File: config.mk
export PLATFORM = sky130hd
export DESIGN_NAME = spi_cfg_sequencer_flat
export DESIGN_NICKNAME = d
export VERILOG_FILES = /design/src/rtl/spi_cfg_pkg.sv /design/src/rtl/spi_cfg_sequencer_if.sv /design/src/rtl/spi_cfg_sequencer_rr_arbiter2.sv /design/src/rtl/spi_cfg_sequencer.sv /design/src/flat_wrapper.sv
export SDC_FILE = /design/constraint.sdc
export NUM_CORES = 1
export LEC_CHECK = 0
export BUFFER_PORTS_ARGS = -buffer_cell sky130_fd_sc_hd__buf_2
export CELL_PAD_IN_SITES_DETAIL_PLACEMENT = 1
export CELL_PAD_IN_SITES_GLOBAL_PLACEMENT = 2
export CORE_UTILIZATION = 25
export CTS_BUF_LIST = sky130_fd_sc_hd__clkbuf_8
export DETAILED_ROUTE_END_ITERATION = 16
export PLACE_DENSITY = 0.64
export RECOVER_POWER = 25
export SYNTH_ARGS = -nofsm -noshare
export SYNTH_HDL_FRONTEND = slang
export SYNTH_SLANG_ARGS = --single-unit
File: constraint.sdc
create_clock -name clk -period 2.24 [get_ports clk]
set_input_delay 0.672 -clock clk [delete_from_list [all_inputs] [get_ports clk]]
set_output_delay 0.672 -clock clk [all_outputs]
set_load 0.03 [all_outputs]
File: src/rtl/spi_cfg_pkg.sv
// rtl/spi_cfg_pkg.sv - frame geometry, register map and sequencer state type
package spi_cfg_pkg;

   localparam int FRAME_W = 16;
   localparam int ADDR_W  = 7;
   localparam int DATA_W  = 8;

   localparam logic [ADDR_W-1:0] REG_EN_OUT_7_0  = 7'h00;
   localparam logic [ADDR_W-1:0] REG_EN_OUT_15_8 = 7'h01;
   localparam logic [ADDR_W-1:0] REG_EN_PWM_7_0  = 7'h02;
   localparam logic [ADDR_W-1:0] REG_EN_PWM_15_8 = 7'h03;
   localparam logic [ADDR_W-1:0] REG_PWM_DUTY    = 7'h04;

   typedef enum logic [2:0] {
      ST_IDLE,
      ST_SETUP,
      ST_SHIFT,
      ST_HOLD,
      ST_GAP
   } seq_state_t;

   // Wire order on the link: write flag, address, data, MSB first.
   function automatic logic [FRAME_W-1:0] pack_frame(input logic wr,
                                                     input logic [ADDR_W-1:0] addr,
                                                     input logic [DATA_W-1:0] data);
      return {wr, addr, data};
   endfunction

endpackage

File: src/rtl/spi_cfg_sequencer_if.sv
// rtl/spi_cfg_sequencer_if.sv - requester handshakes and SPI pins of the config sequencer
interface spi_cfg_sequencer_if;
   import spi_cfg_pkg::*;

   logic              req0_valid;
   logic              req0_wr;
   logic [ADDR_W-1:0] req0_addr;
   logic [DATA_W-1:0] req0_data;
   logic              req0_ready;

   logic              req1_valid;
   logic              req1_wr;
   logic [ADDR_W-1:0] req1_addr;
   logic [DATA_W-1:0] req1_data;
   logic              req1_ready;

   logic              nCS;
   logic              SCLK;
   logic              COPI;

   // Sequencer side: takes requests, drives the SPI link.
   modport master (
      input  req0_valid, req0_wr, req0_addr, req0_data,
      input  req1_valid, req1_wr, req1_addr, req1_data,
      output req0_ready, req1_ready,
      output nCS, SCLK, COPI
   );

   // Requester / peripheral side.
   modport slave (
      output req0_valid, req0_wr, req0_addr, req0_data,
      output req1_valid, req1_wr, req1_addr, req1_data,
      input  req0_ready, req1_ready,
      input  nCS, SCLK, COPI
   );

endinterface

File: src/rtl/spi_cfg_sequencer_rr_arbiter2.sv
// rtl/spi_cfg_sequencer_rr_arbiter2.sv - two-way round-robin grant, pointer moves on accept
module rr_arbiter2 (
   input  logic       clk,
   input  logic       rst,
   input  logic [1:0] req,
   input  logic       accept,
   output logic       gnt_valid,
   output logic       gnt_id
);

   // Requester served most recently; reset to 1 so requester 0 wins the first tie.
   logic last_q;

   // Winner: a lone requester, or on a tie the one not served last.
   always_comb begin
      gnt_valid = |req;
      gnt_id    = 1'b0;
      if (req[0] && req[1]) begin
         gnt_id = ~last_q;
      end else if (req[1]) begin
         gnt_id = 1'b1;
      end
   end

   // Pointer only moves when the grant is actually taken, so withdrawn requests leave no trace.
   always_ff @(posedge clk) begin
      if (rst) begin
         last_q <= 1'b1;
      end else if (accept) begin
         last_q <= gnt_id;
      end
   end

endmodule

File: src/rtl/spi_cfg_sequencer.sv
// rtl/spi_cfg_sequencer.sv - arbitrates two register writers onto one mode-0 SPI link
module spi_cfg_sequencer
   import spi_cfg_pkg::*;
#(
   parameter int CLK_DIV  = 4,
   parameter int CS_SETUP = 2,
   parameter int CS_IDLE  = 4
) (
   input  logic                 clk,
   input  logic                 rst,
   spi_cfg_sequencer_if.master  bus,
   output logic                 busy,
   output logic                 grant_id,
   output logic                 frame_done
);

   localparam int PH_W     = $clog2(CLK_DIV);
   localparam int WAIT_MAX = (CS_SETUP > CLK_DIV) ? ((CS_SETUP > CS_IDLE) ? CS_SETUP : CS_IDLE)
                                                  : ((CLK_DIV > CS_IDLE) ? CLK_DIV : CS_IDLE);
   localparam int WAIT_W   = $clog2(WAIT_MAX);

   generate
      if (CLK_DIV < 2) begin : g_bad_clk_div
         $error("spi_cfg_sequencer: CLK_DIV must be >= 2");
      end
      if (CS_SETUP < 1) begin : g_bad_cs_setup
         $error("spi_cfg_sequencer: CS_SETUP must be >= 1");
      end
      if (CS_IDLE < 4) begin : g_bad_cs_idle
         $error("spi_cfg_sequencer: CS_IDLE must be >= 4");
      end
   endgenerate

   seq_state_t          state_q, state_d;
   logic [PH_W-1:0]     ph_q, ph_d;
   logic [4:0]          bit_q, bit_d, bit_nxt;
   logic [WAIT_W-1:0]   wait_q, wait_d;
   logic [FRAME_W-1:0]  sreg_q, sreg_d;
   logic                ncs_q, ncs_d;
   logic                sclk_q, sclk_d;
   logic                gid_q, gid_d;
   logic                done_q, done_d;
   logic                busy_q, busy_d;

   logic                gnt_valid, gnt_id, accept;
   logic [FRAME_W-1:0]  frame_in;

   rr_arbiter2 u_arb (
      .clk       (clk),
      .rst       (rst),
      .req       ({bus.req1_valid, bus.req0_valid}),
      .accept    (accept),
      .gnt_valid (gnt_valid),
      .gnt_id    (gnt_id)
   );

   // A frame is taken only from IDLE and never in a reset cycle.
   assign accept         = (state_q == ST_IDLE) && gnt_valid && !rst;
   assign bus.req0_ready = accept && !gnt_id;
   assign bus.req1_ready = accept && gnt_id;
   assign frame_in       = gnt_id ? pack_frame(bus.req1_wr, bus.req1_addr, bus.req1_data)
                                  : pack_frame(bus.req0_wr, bus.req0_addr, bus.req0_data);

   // COPI is the shift register MSB, so it moves only when the register shifts (low-phase start).
   assign bus.nCS  = ncs_q;
   assign bus.SCLK = sclk_q;
   assign bus.COPI = sreg_q[FRAME_W-1];
   assign busy       = busy_q;
   assign grant_id   = gid_q;
   assign frame_done = done_q;

   // Next-state and next-output decode; SCLK register doubles as the low/high half flag.
   always_comb begin
      state_d = state_q;
      ph_d    = ph_q;
      bit_d   = bit_q;
      bit_nxt = bit_q + 5'd1;
      wait_d  = wait_q;
      sreg_d  = sreg_q;
      ncs_d   = ncs_q;
      sclk_d  = sclk_q;
      gid_d   = gid_q;
      done_d  = 1'b0;
      unique case (state_q)
         ST_IDLE: begin
            if (accept) begin
               state_d = ST_SETUP;
               wait_d  = '0;
               sreg_d  = frame_in;
               gid_d   = gnt_id;
               ncs_d   = 1'b0;
            end
         end
         ST_SETUP: begin
            if (wait_q == WAIT_W'(CS_SETUP - 1)) begin
               state_d = ST_SHIFT;
               ph_d    = '0;
               bit_d   = '0;
            end else begin
               wait_d = wait_q + WAIT_W'(1);
            end
         end
         ST_SHIFT: begin
            if (ph_q == PH_W'(CLK_DIV - 1)) begin
               ph_d = '0;
               if (!sclk_q) begin
                  sclk_d = 1'b1;
               end else begin
                  sclk_d = 1'b0;
                  bit_d  = bit_nxt;
                  if (bit_nxt == 5'd16) begin
                     state_d = ST_HOLD;
                     wait_d  = '0;
                  end else begin
                     sreg_d = {sreg_q[FRAME_W-2:0], 1'b0};
                  end
               end
            end else begin
               ph_d = ph_q + PH_W'(1);
            end
         end
         ST_HOLD: begin
            if (wait_q == WAIT_W'(CLK_DIV - 1)) begin
               state_d = ST_GAP;
               wait_d  = '0;
               ncs_d   = 1'b1;
               done_d  = 1'b1;
               sreg_d  = '0;
            end else begin
               wait_d = wait_q + WAIT_W'(1);
            end
         end
         ST_GAP: begin
            if (wait_q == WAIT_W'(CS_IDLE - 1)) begin
               state_d = ST_IDLE;
            end else begin
               wait_d = wait_q + WAIT_W'(1);
            end
         end
         default: begin
            state_d = ST_IDLE;
         end
      endcase
      busy_d = (state_d != ST_IDLE);
   end

   // State and registered SPI outputs; reset abandons any frame in flight.
   always_ff @(posedge clk) begin
      if (rst) begin
         state_q <= ST_IDLE;
         ph_q    <= '0;
         bit_q   <= '0;
         wait_q  <= '0;
         sreg_q  <= '0;
         ncs_q   <= 1'b1;
         sclk_q  <= 1'b0;
         gid_q   <= 1'b0;
         done_q  <= 1'b0;
         busy_q  <= 1'b0;
      end else begin
         state_q <= state_d;
         ph_q    <= ph_d;
         bit_q   <= bit_d;
         wait_q  <= wait_d;
         sreg_q  <= sreg_d;
         ncs_q   <= ncs_d;
         sclk_q  <= sclk_d;
         gid_q   <= gid_d;
         done_q  <= done_d;
         busy_q  <= busy_d;
      end
   end

endmodule

File: src/flat_wrapper.sv
// flat-port wrapper written by rule: the top's interface ports become plain ports
module spi_cfg_sequencer_flat import spi_cfg_pkg::*;
#(
   parameter int CLK_DIV  = 4,
   parameter int CS_SETUP = 2,
   parameter int CS_IDLE  = 4
)
  (clk, rst, busy, grant_id, frame_done, bus_req0_valid, bus_req0_wr, bus_req0_addr, bus_req0_data, bus_req1_valid, bus_req1_wr, bus_req1_addr, bus_req1_data, bus_req0_ready, bus_req1_ready, bus_nCS, bus_SCLK, bus_COPI);
  spi_cfg_sequencer_if bus_i ();
  input  logic clk;
  input  logic rst;
  output logic busy;
  output logic grant_id;
  output logic frame_done;
  input wire logic [$bits(bus_i.req0_valid)-1:0] bus_req0_valid;
  input wire logic [$bits(bus_i.req0_wr)-1:0] bus_req0_wr;
  input wire logic [$bits(bus_i.req0_addr)-1:0] bus_req0_addr;
  input wire logic [$bits(bus_i.req0_data)-1:0] bus_req0_data;
  input wire logic [$bits(bus_i.req1_valid)-1:0] bus_req1_valid;
  input wire logic [$bits(bus_i.req1_wr)-1:0] bus_req1_wr;
  input wire logic [$bits(bus_i.req1_addr)-1:0] bus_req1_addr;
  input wire logic [$bits(bus_i.req1_data)-1:0] bus_req1_data;
  output wire logic [$bits(bus_i.req0_ready)-1:0] bus_req0_ready;
  output wire logic [$bits(bus_i.req1_ready)-1:0] bus_req1_ready;
  output wire logic [$bits(bus_i.nCS)-1:0] bus_nCS;
  output wire logic [$bits(bus_i.SCLK)-1:0] bus_SCLK;
  output wire logic [$bits(bus_i.COPI)-1:0] bus_COPI;
  assign bus_i.req0_valid = bus_req0_valid;
  assign bus_i.req0_wr = bus_req0_wr;
  assign bus_i.req0_addr = bus_req0_addr;
  assign bus_i.req0_data = bus_req0_data;
  assign bus_i.req1_valid = bus_req1_valid;
  assign bus_i.req1_wr = bus_req1_wr;
  assign bus_i.req1_addr = bus_req1_addr;
  assign bus_i.req1_data = bus_req1_data;
  assign bus_req0_ready = bus_i.req0_ready;
  assign bus_req1_ready = bus_i.req1_ready;
  assign bus_nCS = bus_i.nCS;
  assign bus_SCLK = bus_i.SCLK;
  assign bus_COPI = bus_i.COPI;
  spi_cfg_sequencer #(.CLK_DIV(CLK_DIV), .CS_SETUP(CS_SETUP), .CS_IDLE(CS_IDLE)) u_core (.clk(clk), .rst(rst), .bus(bus_i), .busy(busy), .grant_id(grant_id), .frame_done(frame_done));
endmodule
---- Yosys cells after proc, flatten, opt, wreduce, memory -nomap -nowiden ----
Index checks and enable logic that the tools add are counted.
cells by class
  muxes and demuxes ....................... 37
  reduce and logical (&&, ||, !) cells .... 22
  add/sub/neg operators ................... 3
  bitwise logic cells ..................... 2
  equal/unequal tests ..................... 17
operators with widths
  operator                                                          count
  16-bit 2-to-1 mux                                                 6
  16-bit case mux with 3 select lines                               1
  3-bit 2-to-1 mux                                                  7
  2-bit 2-to-1 mux                                                  9
  5-bit 2-to-1 mux                                                  3
  3-bit case mux with 5 select lines                                1
  2-bit by 1-bit != test with 1-bit output (second input constant)  6
  2-bit case mux with 5 select lines                                1
  5-bit case mux with 2 select lines                                1
  7-bit AND reduction                                               1
  3-bit by 2-bit == test with 1-bit output (second input constant)  2
  1-bit 2-to-1 mux                                                  6
  2-bit != test (second input constant)                             3
  2-bit AND reduction                                               3
  6-bit AND reduction                                               1
  3-bit nonzero test                                                2
  5-bit by 1-bit adder with 5-bit output (second input constant)    1
  5-bit == test (second input constant)                             1
  1-bit logical AND                                                 5
  5-bit nonzero test                                                1
  2-bit by 1-bit adder with 2-bit output (second input constant)    2
  2-bit == test (second input constant)                             2
  2-bit case mux with 2 select lines                                1
  4-bit AND reduction                                               1
  10 further kinds                                                  14
storage, ports and cells
  logic and storage cells ................. 92
  register bits after elaboration ......... 34
  input port bits ......................... 36

---- Depth between registers and ports, before layout ----
Gate-level depths: netlist (run 1).
  depth after elaboration ................. 7
  depth in mapped cells ................... 8

---- By module ----
A second synthesis (run 1) with hierarchy kept.
second synthesis, totals
  cells, all modules ...................... 246
  area total of the unflattened synthesis .. 2040.7 µm²
by module, submodules not included
  module             area each (µm²)  times used  cells an instance  seq. area each (µm²)
  spi_cfg_sequencer  1991.9           1           241                660.6
  rr_arbiter2        48.8             1           5                  20.0

---- Worst setup path before layout (run 1) ----
No wires, ideal clock.
  kind .................................... input-to-output
  start ................................... input bus_req1_valid
  end ..................................... output bus_req1_ready
  slack ................................... -169 ps
  arrival ................................. 1737 ps
  stages on the path ...................... 3
  buffers on the path ..................... 0
  cells stage by stage .................... nor2_1 -> or4b_1 -> nor2b_1
on the way
  cells in the longest elaborated chain, start to end .. 4
  elaborated cells between the ends (all ways) .. 7
  classes of those cells .................. 2 x mux; 5 x reduce/logical
RTL lines
  item                            RTL line                             source
  from (decl)                     flat_wrapper.sv:19                   input wire logic [$bits(bus_i.req1_valid)-1:0] bus_req1_valid;
  2-bit OR reduction              spi_cfg_sequencer_rr_arbiter2.sv:16  gnt_valid = |req;
  1-bit logical AND (2 in a row)  spi_cfg_sequencer.sv:58              assign accept = (state_q == ST_IDLE) && gnt_valid && !rst;
  1-bit logical AND *             spi_cfg_sequencer.sv:60              assign bus.req1_ready = accept && gnt_id;
  to (decl)                       flat_wrapper.sv:24                   output wire logic [$bits(bus_i.req1_ready)-1:0] bus_req1_ready;
Every way passes the cells marked *; elsewhere a longest branch is shown, timed or not.

---- Worst setup path in the final report (run 1) ----
  start ................................... input rst
  end ..................................... output bus_req1_ready
on the way
  cells in the longest elaborated chain, start to end .. 3
RTL lines
  item               RTL line                 source
  from (decl)        flat_wrapper.sv:11       input logic rst;
  1-bit zero test    spi_cfg_sequencer.sv:58
  1-bit logical AND  spi_cfg_sequencer.sv:58
  1-bit logical AND  spi_cfg_sequencer.sv:60
Every way passes these cells.

==> insert_results.sql, run 1 <==
INSERT INTO impl_metrics (metric_group, metric, value, unit) VALUES
('place', 'placement.io_buffers', '43', ''),
('clock_network', 'library_cell_used_as_clock_root_buffer', 'sky130_fd_sc_hd__clkbuf_8', ''),
('critical_path', 'worstPathCellList', 'buf_6 > or4b_4 > nor2b_4 > buf_6', ''),
('clock_network', 'tritoncts', 'built', ''),
('run_status', 'failing_checks', 'negative setup slack', ''),
('run', 'timing.max_cap.violations', '0', ''),
('sta', 'final_min_period_over_clock_period', '102', '%'),
('critical_path', 'highest_fanout_seen_on_the_critical_path', '3', ''),
('floorplanning', 'site_rows', '31', ''),
('floorplanning', 'initial_utilization', '26.4', '%'),
('yosys', 'synth-compound-area-share', '26.2', '%'),
('yosys', 'synthSimpleGateAreaFrac', '21.6', '%'),
('sta', 'final-hold-violation-count', '0', ''),
('critical_path', 'critical_path_sink_type', 'output pin', ''),
('clock_network', 'tritoncts.num_buffers', '5', ''),
('global_routing', 'grt_pass1_vias', '1867', ''),
('yosys', 'mappedNetlistArea', '1970', 'sq um'),
('clock_network', 'cts.htree.levels', '2', ''),
('yosys', 'synth_sequential_area_ratio', '34.6', '%'),
('yosys', 'netlist_top_cells_area', 'sky130_fd_sc_hd__dfxtp_1 35%, sky130_fd_sc_hd__a21oi_1 14%, sky130_fd_sc_hd__mux2i_1 8.1%', ''),
('route', 'detail-route-antenna-nets', '0', ''),
('pwr', 'leakagePower', '0.000977', 'uW'),
('clock_network', 'clock_transition_at_path_regs', '70', 'ps'),
('sta', 'final.min_clock_period', '2290', 'ps'),
('min_path', 'min-delay-path-class', 'register to register', ''),
('floorplanning', 'design.die.area', '8240', 'sq um'),
('yosys', 'synth_top_family_by_area', 'compound AO/OA/AOI/OAI gates', ''),
('final_layout', 'synthToLayoutAreaGrowth', '25.6', '%'),
('clock_network', 'clock_tree.buffer_depth', '2', ''),
('sta', 'max_slew_margin', '62.3', '%'),
('global_routing', 'antenna_found_initial', '0', ''),
('global_routing', 'track_usage', '13.5', '%'),
('critical_path', 'critical_path.startpoint_type', 'primary input', ''),
('sta', 'postLayoutSetupSlackWorst', '-48.4', 'ps'),
('route', 'drt_wl_total', '5410', 'um'),
('final_layout', 'final_nets', '330', ''),
('sta', 'setup_viol', '2', ''),
('final_layout', 'n_antenna_cell', '0', ''),
('yosys', 'yosys.area_share.adder', '2.54', '%'),
('place', 'dpl_worst_slack', '-171', 'ps'),
('yosys', 'yosys.cell_types.count', '47', ''),
('sta', 'fmaxAchievable', '437', 'MHz'),
('yosys', 'synthesis.area_per_instance', '8.17', 'sq um'),
('yosys', 'synth.ff_latch_count', '34', ''),
('yosys', 'synth.mux.area_fraction', '8.70', '%'),
('place', 'hpwlAfterDp', '3790', 'um'),
('yosys', 'synth_enable_flop_cells', '0', ''),
('global_routing', 'overflow', '0', ''),
('place', 'gp_congestion', '0.761', ''),
('run_status', 'outcome', 'finished, violations left', ''),
('yosys', 'post_synth_inst_count', '241', ''),
('yosys', 'ys_warn_count', '0', ''),
('sta', 'timing.final.max_slew_violations', '0', ''),
('sta', 'clock_skew', '8.52', 'ps'),
('pwr', 'ir_drop', '0.280', 'mV'),
('floorplanning', 'core-area', '7450', 'sq um'),
('route', 'wire_per_inst', '13.9', 'um'),
('floorplanning', 'die_h', '90.8', 'um'),
('final_layout', 'nFillCells', '914', ''),
('pwr', 'power_per_cell_area', '572', 'nW/um^2'),
('sta', 'max_slew.worst_pin.slew', '565', 'ps'),
('clock_network', 'clock_insertion_delay_worst_skew', '280', 'ps'),
('critical_path', 'critPathRequiredTime', '1570', 'ps'),
('yosys', 'ys_async_sr_fraction', '0', '%'),
('clock_network', 'clock_sinks', '34', ''),
('pwr', 'power.total', '1410', 'uW'),
('global_routing', 'grt_start_max_net_pins', '32', ''),
('route', 'remaining_drc_errors', '0', ''),
('critical_path', 'worst-setup-path-type', 'primary input to output pin', ''),
('yosys', 'xor_xnor_portion_of_the_synthesized_cell_area', '0.445', '%'),
('critical_path', 'crit_path_frequent_cell', 'sky130_fd_sc_hd__buf_6', '');
[per-stage QoR]
step	instances	hold slack, ps	TNS (ps)	cell area (sq um)
2_1_floorplan	241	454	-42.4	1970
3_3_place_gp	381	446	-274	2360
3_5_place_dp	381	455	-302	2360
4_1_cts	389	475	-98.8	2480
5_1_grt	389	502	-432	2470
6_report	389	470	-94.2	2470
[worst paths after layout]
| kind | start | endpoint | slack [ps] | depth (start not counted) |
|---|---|---|---|---|
| min reg2reg | u_core.bus.nCS | u_core.bus.nCS | 470 | 2 |
| min | u_core.bus.nCS | u_core.bus.nCS | 470 | 2 |
| max reg2reg | u_core.state_q[2] | u_core.wait_q[1] | 150 | 6 |
| max | rst | bus_req1_ready | -50 | 4 |
[area by class of cell]
type                    count  area, sq um  area share (%)
flip-flops and latches     34          681            27.5
clock buffers               5         68.8            2.78
clock inverters             2         10.0           0.405
inverters                   3         11.3           0.455
multi-input cells         185         1180            47.9
repair buffers             61          394            15.9
well taps                  99          124            5.01
[cells in the final DEF (no fill, tap or decap), types with 3 or more instances in the layout]
| cell type | count |
|---|---|
| sky130_fd_sc_hd__a22oi_1 | 3 |
| sky130_fd_sc_hd__o21ai_1 | 14 |
| sky130_fd_sc_hd__clkbuf_1 | 3 |
| sky130_fd_sc_hd__ha_1 | 4 |
| sky130_fd_sc_hd__clkbuf_8 | 5 |
| sky130_fd_sc_hd__buf_6 | 4 |
| sky130_fd_sc_hd__a21oi_1 | 54 |
| sky130_fd_sc_hd__nor2_1 | 9 |
| sky130_fd_sc_hd__nand2b_1 | 5 |
| sky130_fd_sc_hd__buf_4 | 15 |
| sky130_fd_sc_hd__nand2_1 | 12 |
| sky130_fd_sc_hd__nand3b_1 | 16 |
| sky130_fd_sc_hd__nand3_1 | 5 |
| sky130_fd_sc_hd__o21ai_0 | 9 |
| sky130_fd_sc_hd__dfxtp_1 | 34 |
| sky130_fd_sc_hd__mux2i_1 | 16 |
| sky130_fd_sc_hd__buf_2 | 37 |
[sequential cells by signal, indices dropped and copies added (netlist names)]
signal,count
u_core.sreg_q,16
u_core.wait_q,2
u_core.ph_q,2
u_core.bus.nCS,1
u_core.grant_id,1
u_core.frame_done,1
u_core.bit_q,5
u_core.bus.SCLK,1
u_core.busy,1
u_core.state_q,3
u_core.u_arb.last_q,1
[per-layer routing]
metal	vias to the layer above	GRT usage [%]	share of wire (%)
li1	979	-	-
met1	907	18.4	50
met2	28	21.0	45
met3	5	3.11	3.6
met4	0	4.03	1.0
met5	-	0	0
[cells by family (layout without fill, tap and decap cells)]
logic type | Yosys count | in the layout
compound gates | 94 | 94
simple gates | 69 | 69
flops | 34 | 34
buf+inv | 22 | 71
mux | 17 | 17
fa+ha+maj | 4 | 4
xor+xnor | 1 | 1
[cell usage after synthesis, drive strengths merged (2+ instances only)]
cell type	count
dfxtp	34
mux2i	16
a21oi	54
ha	4
a311oi	2
a31oi	2
nand2	12
nor2	12
buf	10
nand3b	16
or4b	2
a22oi	3
inv	3
nor3	3
nand3	6
o21ai	24
nor3b	2
and3	2
nand2b	5
or4	2
nor2b	2
clkbuf	9
[what timing repair did]
item | CTS | global route
resized for setup | 7 | 3
gates cloned | 0 | 0
setup buffers | 1 | 0
pin swaps | 1 | 0
endpoints found under the setup margin | 2 | 2
hold endpoints to repair | 0 | 0
hold buffers | 0 | 0
[worst max-delay path: cells and delay by family]
kind                   cells  cell delay [ps]
AND/OR/NAND/NOR            2              710
buffers and inverters      2              220
[where the power goes]
| group | switching, uW | internal [uW] |
|---|---|---|
| sequential | 19.7 | 644 |
| combinational | 171 | 146 |
| clock | 225 | 209 |
| total | 416 | 999 |
No activity file was read; power rests on OpenSTA's default activity.
==> run 2: changes to the inputs <==
--- a/config.mk
+++ b/config.mk
@@ -13,6 +13,7 @@
 export DETAILED_ROUTE_END_ITERATION = 16
 export PLACE_DENSITY = 0.64
 export RECOVER_POWER = 25
+export REMOVE_ABC_BUFFERS = 1
 export SYNTH_ARGS = -nofsm -noshare
 export SYNTH_HDL_FRONTEND = slang
 export SYNTH_SLANG_ARGS = --single-unit
==> run 2 against run 1 <==
Net effect: the flow still finishes with violations (negative setup slack); maximum frequency decreased by 0.71%; via count grew 1.4%; register-to-register slack gained 250 ps; combinational power barely moved; setup slack got worse by 16 ps; non-clock buffer count down 1; power about the same; critical endpoint unchanged; highest routed layer unchanged.
==> insert_results.sql, run 2 (synthesis gave the netlist of run 1 again) <==
INSERT INTO impl_metrics (metric_group, metric, value, unit) VALUES
('run_status', 'outcome', 'finished, violations left', ''),
('run_status', 'failing_checks', 'negative setup slack', ''),
('floorplanning', 'initial_utilization', '26.4', '%'),
('min_path', 'timing.hold.worst.start', 'u_core.bus.nCS', ''),
('floorplanning', 'core-area', '7450', 'sq um'),
('min_path', 'min-delay-path-class', 'register to register', ''),
('global_routing', 'grt_pass1_vias', '1887', ''),
('final_layout', 'final_nets', '329', ''),
('global_routing', 'track_usage', '14.0', '%'),
('clock_network', 'cts.htree.levels', '2', ''),
('place', 'placement.io_buffers', '43', ''),
('place', 'gp_congestion', '0.727', ''),
('route', 'wire_per_inst', '14.4', 'um'),
('min_path', 'holdPathEnd', 'u_core.bus.nCS', ''),
('place', 'dpl_worst_slack', '-213', 'ps'),
('clock_network', 'tritoncts.num_buffers', '5', ''),
('critical_path', 'worstPathCellList', 'buf_8 > or4b_4 > nor2b_4 > buf_6', ''),
('route', 'vias', '1946', ''),
('sta', 'final-hold-violation-count', '0', ''),
('sta', 'postLayoutSetupSlackWorst', '-64.8', 'ps'),
('critical_path', 'worst-setup-path-type', 'primary input to output pin', ''),
('sta', 'final.min_clock_period', '2300', 'ps'),
('final_layout', 'regMostFlops', 'u_core.sreg_q', ''),
('final_layout', 'register_cell_area_after_layout', '681', 'sq um'),
('sta', 'max_slew_margin', '53.4', '%'),
('clock_network', 'clock_tree.buffer_depth', '2', ''),
('critical_path', 'critical_path_buf_inv_count', '2', ''),
('critical_path', 'crit_path_start', 'rst', ''),
('final_layout', 'n_antenna_cell', '0', ''),
('sta', 'max_slew.worst_pin.slew', '699', 'ps'),
('final_layout', 'nFillCells', '938', ''),
('clock_network', 'library_cell_used_as_clock_root_buffer', 'sky130_fd_sc_hd__clkbuf_8', ''),
('pwr', 'leakagePower', '0.00100', 'uW'),
('clock_network', 'clock_transition_at_path_regs', '70', 'ps'),
('route', 'detail-route-antenna-nets', '0', ''),
('final_layout', 'largest_reg_flops', '16', ''),
('route', 'm1WireLength', '2840', 'um'),
('critical_path', 'critical_path.startpoint_type', 'primary input', ''),
('pwr', 'power_per_cell_area', '570', 'nW/um^2'),
('critical_path', 'critical_path.top_delay_family', 'simple AND/OR/NAND/NOR gates', ''),
('sta', 'setup_tns', '-84.7', 'ps'),
('critical_path', 'critPathRequiredTime', '1570', 'ps'),
('critical_path', 'highest_fanout_seen_on_the_critical_path', '3', ''),
('final_layout', 'final_layout_size_suffix_gt1_share', '28.0', '%'),
('clock_network', 'clock_insertion_delay_worst_skew', '290', 'ps'),
('route', 'met2WireLength', '2500', 'um'),
('global_routing', 'first_pass_grt_wire_length', '9390', 'um'),
('sta', 'rsz0062_at_grt', 'yes', ''),
('floorplanning', 'die_h', '90.8', 'um'),
('floorplanning', 'design.die.area', '8240', 'sq um'),
('run', 'timing.max_cap.violations', '0', ''),
('route', 'drt_wl_total', '5590', 'um'),
('critical_path', 'worst_stage_delay_on_the_critical_path', '580', 'ps'),
('route', 'drt_iter0_drc', '64', ''),
('floorplanning', 'die_w', '90.8', 'um'),
('route', 'drtPass1Iterations', '4', ''),
('place', 'hpwlAfterDp', '3820', 'um'),
('critical_path', 'crit-reg2reg-launch', 'u_core.state_q[0]', ''),
('critical_path', 'worstRegToRegCells', '7', ''),
('final_layout', 'multiInputGateArea', '1200', 'sq um'),
('final_layout', 'layout_common_cells', '54 x sky130_fd_sc_hd__a21oi_1, 40 x sky130_fd_sc_hd__buf_2, 34 x sky130_fd_sc_hd__dfxtp_1, 16 x sky130_fd_sc_hd__mux2i_1, 16 x sky130_fd_sc_hd__nand3b_1', ''),
('final_layout', 'mostFrequentLayoutCell', 'sky130_fd_sc_hd__a21oi_1', ''),
('critical_path', 'slowest_stage', 'sky130_fd_sc_hd__or4b_4', ''),
('route', 'met3_wire_len', '171', 'um'),
('global_routing', 'antenna_found_initial', '0', ''),
('route', 'top_signal_layer_used', 'met4', ''),
('pwr', 'ir_drop', '0.176', 'mV'),
('critical_path', 'critical_path_sink_type', 'output pin', ''),
('global_routing', 'overflow', '0', ''),
('critical_path', 'worst_ep_arrival_time', '1630', 'ps'),
('floorplanning', 'ioPinCount', '44', ''),
('final_layout', 'largest_registers', 'u_core.sreg_q: 16 flops, u_core.bit_q: 5 flops, u_core.state_q: 3 flops', ''),
('sta', 'final_min_period_over_clock_period', '103', '%'),
('clock_network', 'clock_sinks', '34', ''),
('sta', 'timing.final.max_slew_violations', '0', ''),
('sta', 'clock_skew', '4.72', 'ps'),
('final_layout', 'synthToLayoutAreaGrowth', '26.0', '%'),
('sta', 'setup_viol', '2', ''),
('route', 'post_drt_via_cell_ratio', '5.02', ''),
('floorplanning', 'site_rows', '31', ''),
('route', 'remaining_drc_errors', '0', ''),
('sta', 'fmaxAchievable', '434', 'MHz'),
('global_routing', 'grt_start_max_net_pins', '32', ''),
('critical_path', 'r2r-end', 'u_core.sreg_q[5]', ''),
('min_path', 'whs_path_depth', '2', ''),
('clock_network', 'tritoncts', 'built', ''),
('critical_path', 'timing.reg2reg.setup_slack', '400', 'ps');
[run 2: final cells by class]
cell class	count	share of cell area, %
clock inverters	2	0.302
flip-flops and latches	34	27.4
inverters	3	0.454
well taps	99	4.99
repair buffers	60	15.6
multi-input cells	185	48.4
clock buffers	5	2.77
[run 2: worst max path at each step]
| stage | slack [ps] | cells after the start | end |
|---|---|---|---|
| 6_report | -60 | 4 | bus_req1_ready |
| 5_1_grt | -90 | 4 | bus_req1_ready |
| 4_1_cts | -70 | 4 | bus_req1_ready |
| 3_5_place_dp | -210 | 4 | bus_req1_ready |
| 3_3_place_gp | -180 | 4 | bus_req1_ready |
| 2_1_floorplan | -900 | 2 | bus_req1_ready |
[run 2: timing repair]
action	CTS	global route
buffers inserted	1	0
setup endpoints to repair	2	2
gates cloned	0	0
pin swaps	1	1
resized for setup	12	2
hold buffers	0	0
[run 2: where the power goes]
part / switching [uW] / total [uW] / internal [uW]
sequential: 20.0 / 664 / 644
clock: 226 / 431 / 205
combinational: 174 / 321 / 147
[run 2: per-layer routing]
metal / up-vias / GRT usage (%)
li1: 976 / -
met1: 934 / 19.0
met2: 29 / 22.1
met3: 7 / 2.78
met4: 0 / 4.84
met5: - / 0
[run 2: metrics by stage]
step | hold WS (ps) | util [%] | total power [uW] | instances | area (sq um)
CTS | 481 | 33.3 | 1440 | 388 | 2480
detailed placement | 464 | 31.6 | 991 | 380 | 2350
global route | 499 | 33.3 | 1500 | 388 | 2480
global placement | 446 | 31.6 | 987 | 380 | 2350
finish | 464 | 33.3 | 1420 | 388 | 2480
floorplan | 448 | - | 850 | 222 | 1860
[run 2: tightest hold or removal path: cells and delay by family, from the launching register on]
kind | cells | cell delay [ps]
flops | 1 | 330
simple gates | 2 | 110
==> run 3: changes to the inputs <==
==> constraint.sdc (replaced) <==
create_clock -name clk -period 2.3 [get_ports clk]
set_input_delay 0.69 -clock clk [delete_from_list [all_inputs] [get_ports clk]]
set_output_delay 0.69 -clock clk [all_outputs]
set_load 0.03 [all_outputs]
==> run 3 against run 2 <==
Net effect: the flow still finishes with violations (negative setup slack); design area grew 1.0%; utilization rose by 0.34 points; register-to-register slack barely moved; setup slack gained 22 ps; combinational power decreased by 4%; largest cell class unchanged; highest routed layer unchanged.
==> insert_results.sql, run 3 (synthesis gave the netlist of run 1 again) <==
INSERT INTO impl_metrics (metric_group, metric, value, unit) VALUES
('final_layout', 'largest_reg_flops', '16', ''),
('final_layout', 'synthToLayoutAreaGrowth', '27.3', '%'),
('final_layout', 'largest_registers', 'u_core.sreg_q: 16 flops, u_core.bit_q: 5 flops, u_core.state_q: 3 flops', ''),
('sta', 'setup_viol', '2', ''),
('run_status', 'outcome', 'finished, violations left', ''),
('place', 'place.detailed.instances', '380', ''),
('global_routing', 'track_usage', '14.2', '%'),
('clock_network', 'library_cell_used_as_clock_root_buffer', 'sky130_fd_sc_hd__clkbuf_8', ''),
('pwr', 'leakagePower', '0.00102', 'uW'),
('sta', 'clock_skew', '10.1', 'ps'),
('route', 'vias', '1941', ''),
('route', 'drt_wl_total', '5690', 'um'),
('final_layout', 'mostFrequentLayoutCell', 'sky130_fd_sc_hd__a21oi_1', ''),
('final_layout', 'layout.cells.non_filler', '391', ''),
('sta', 'max_slew.worst_pin.slew', '690', 'ps'),
('final_layout', 'n_antenna_cell', '0', ''),
('critical_path', 'highest_fanout_seen_on_the_critical_path', '3', ''),
('run', 'timing.max_cap.violations', '0', ''),
('critical_path', 'worstRegToRegCells', '6', ''),
('floorplanning', 'site_rows', '31', ''),
('place', 'gp_congestion', '0.728', ''),
('clock_network', 'clock_tree.buffer_depth', '2', ''),
('sta', 'final.min_clock_period', '2340', 'ps'),
('route', 'wire_per_inst', '14.5', 'um'),
('sta', 'max_slew_margin', '54.0', '%'),
('global_routing', 'grt_start_max_net_pins', '33', ''),
('place', 'placement.io_buffers', '43', ''),
('final_layout', 'nFillCells', '958', ''),
('final_layout', 'layout_common_cells', '54 x sky130_fd_sc_hd__a21oi_1, 38 x sky130_fd_sc_hd__buf_2, 34 x sky130_fd_sc_hd__dfxtp_1, 18 x sky130_fd_sc_hd__buf_4', ''),
('floorplanning', 'initial_utilization', '26.4', '%'),
('critical_path', 'critPathRequiredTime', '1610', 'ps'),
('critical_path', 'critical_path_sink_type', 'output pin', ''),
('global_routing', 'first_pass_grt_wire_length', '9410', 'um'),
('route', 'met2WireLength', '2580', 'um'),
('clock_network', 'clock_transition_at_path_regs', '70', 'ps'),
('clock_network', 'cts.htree.levels', '2', ''),
('route', 'top_signal_layer_used', 'met4', ''),
('pwr', 'power_per_cell_area', '568', 'nW/um^2'),
('min_path', 'whs_path_depth', '2', ''),
('floorplanning', 'ioPinCount', '44', ''),
('place', 'hpwlAfterDp', '3840', 'um'),
('clock_network', 'tritoncts', 'built', ''),
('critical_path', 'worst-setup-path-type', 'primary input to output pin', ''),
('clock_network', 'clock_sinks', '34', ''),
('pwr', 'ir_drop', '0.205', 'mV'),
('final_layout', 'multiInputGateArea', '1200', 'sq um'),
('route', 'detail-route-antenna-nets', '0', ''),
('global_routing', 'grt_pass1_vias', '1898', ''),
('final_layout', 'final_nets', '331', ''),
('sta', 'rsz0062_at_grt', 'yes', ''),
('clock_network', 'clock_insertion_delay_worst_skew', '290', 'ps'),
('run_status', 'failing_checks', 'negative setup slack', ''),
('route', 'post_drt_via_cell_ratio', '4.96', ''),
('sta', 'postLayoutSetupSlackWorst', '-42.7', 'ps'),
('floorplanning', 'core-area', '7450', 'sq um'),
('route', 'remaining_drc_errors', '0', ''),
('floorplanning', 'die_w', '90.8', 'um'),
('sta', 'final_min_period_over_clock_period', '102', '%'),
('floorplanning', 'die_h', '90.8', 'um'),
('global_routing', 'overflow', '0', ''),
('sta', 'timing.final.max_slew_violations', '0', ''),
('route', 'drt_iter0_drc', '78', ''),
('floorplanning', 'design.die.area', '8240', 'sq um'),
('sta', 'fin_worst_hold_slack', '461', 'ps'),
('route', 'm1WireLength', '2860', 'um'),
('final_layout', 'register_cell_area_after_layout', '681', 'sq um'),
('final_layout', 'regMostFlops', 'u_core.sreg_q', ''),
('sta', 'final-hold-violation-count', '0', ''),
('critical_path', 'worst_ep_arrival_time', '1650', 'ps'),
('global_routing', 'antenna_found_initial', '0', ''),
('route', 'drtPass1Iterations', '4', ''),
('route', 'met3_wire_len', '156', 'um'),
('clock_network', 'tritoncts.num_buffers', '5', ''),
('critical_path', 'critical_path.startpoint_type', 'primary input', ''),
('min_path', 'min-delay-path-class', 'register to register', ''),
('final_layout', 'final_layout_size_suffix_gt1_share', '29.1', '%'),
('sta', 'fmaxAchievable', '427', 'MHz');
run 3: cell count changes in the layout (fill, tap and decap cells not counted), moves of 2 or more:
cell	delta
sky130_fd_sc_hd__buf_2	-2
sky130_fd_sc_hd__buf_8	+2
sky130_fd_sc_hd__buf_12	-2
sky130_fd_sc_hd__buf_4	+4
run 3: worst paths after layout:
path                                   startpoint              to  slack [ps]
worst max-delay path               bus_req1_valid  bus_req1_ready         -40
worst min-delay path               u_core.bus.nCS  u_core.bus.nCS         460
worst max register to register  u_core.state_q[2]     u_core.busy         410
worst min register to register     u_core.bus.nCS  u_core.bus.nCS         460
run 3: metrics by stage:
| stage | utilization (%) | power, uW | area [sq um] | setup TNS [ps] | worst slack, ps |
|---|---|---|---|---|---|
| 5_1_grt | 33.7 | 1510 | 2510 | -106 | -62.4 |
| 2_1_floorplan | - | 828 | 1860 | -5660 | -875 |
| 3_5_place_dp | 31.3 | 952 | 2330 | -274 | -168 |
| 3_3_place_gp | 31.3 | 948 | 2330 | -249 | -160 |
| 4_1_cts | 33.0 | 1440 | 2460 | -54.1 | -28.6 |
| 6_report | 33.7 | 1420 | 2510 | -58.7 | -42.7 |
run 3: power breakdown:
| part | switching, uW | internal [uW] | leakage [uW] | total, uW |
|---|---|---|---|---|
| Combinational | 169 | 138 | 0.000685 | 307 |
| Clock | 231 | 237 | 0.0000524 | 469 |
| Sequential | 20.1 | 627 | 0.000278 | 647 |
| Total | 420 | 1000 | 0.00102 | 1420 |
run 3: area by class of cell:
class                   count  area share, %
clock buffers               6           3.29
well taps                  99           4.94
multi-input cells         185           48.0
clock inverters             2          0.349
inverters                   3          0.449
repair buffers             62           15.9
flip-flops and latches     34           27.1
run 3: metal layers:
metal / vias to the layer above / GRT usage, %
li1: 987 / -
met1: 914 / 19.1
met2: 33 / 22.5
met3: 7 / 2.61
met4: 0 / 5.24
met5: - / 0
run 3: critical path, stage by stage:
cell,delay [ps]
sky130_fd_sc_hd__buf_8,80
sky130_fd_sc_hd__nor2_4,30
sky130_fd_sc_hd__or4b_4,570
sky130_fd_sc_hd__nor2b_4,150
sky130_fd_sc_hd__buf_6,140
run 3: timing repair:
action / CTS / global route
resized for setup: 9 / 9
setup buffers: 1 / 2
hold buffers: 0 / 0
endpoints found under the setup margin: 2 / 2
pin swaps: 2 / 1
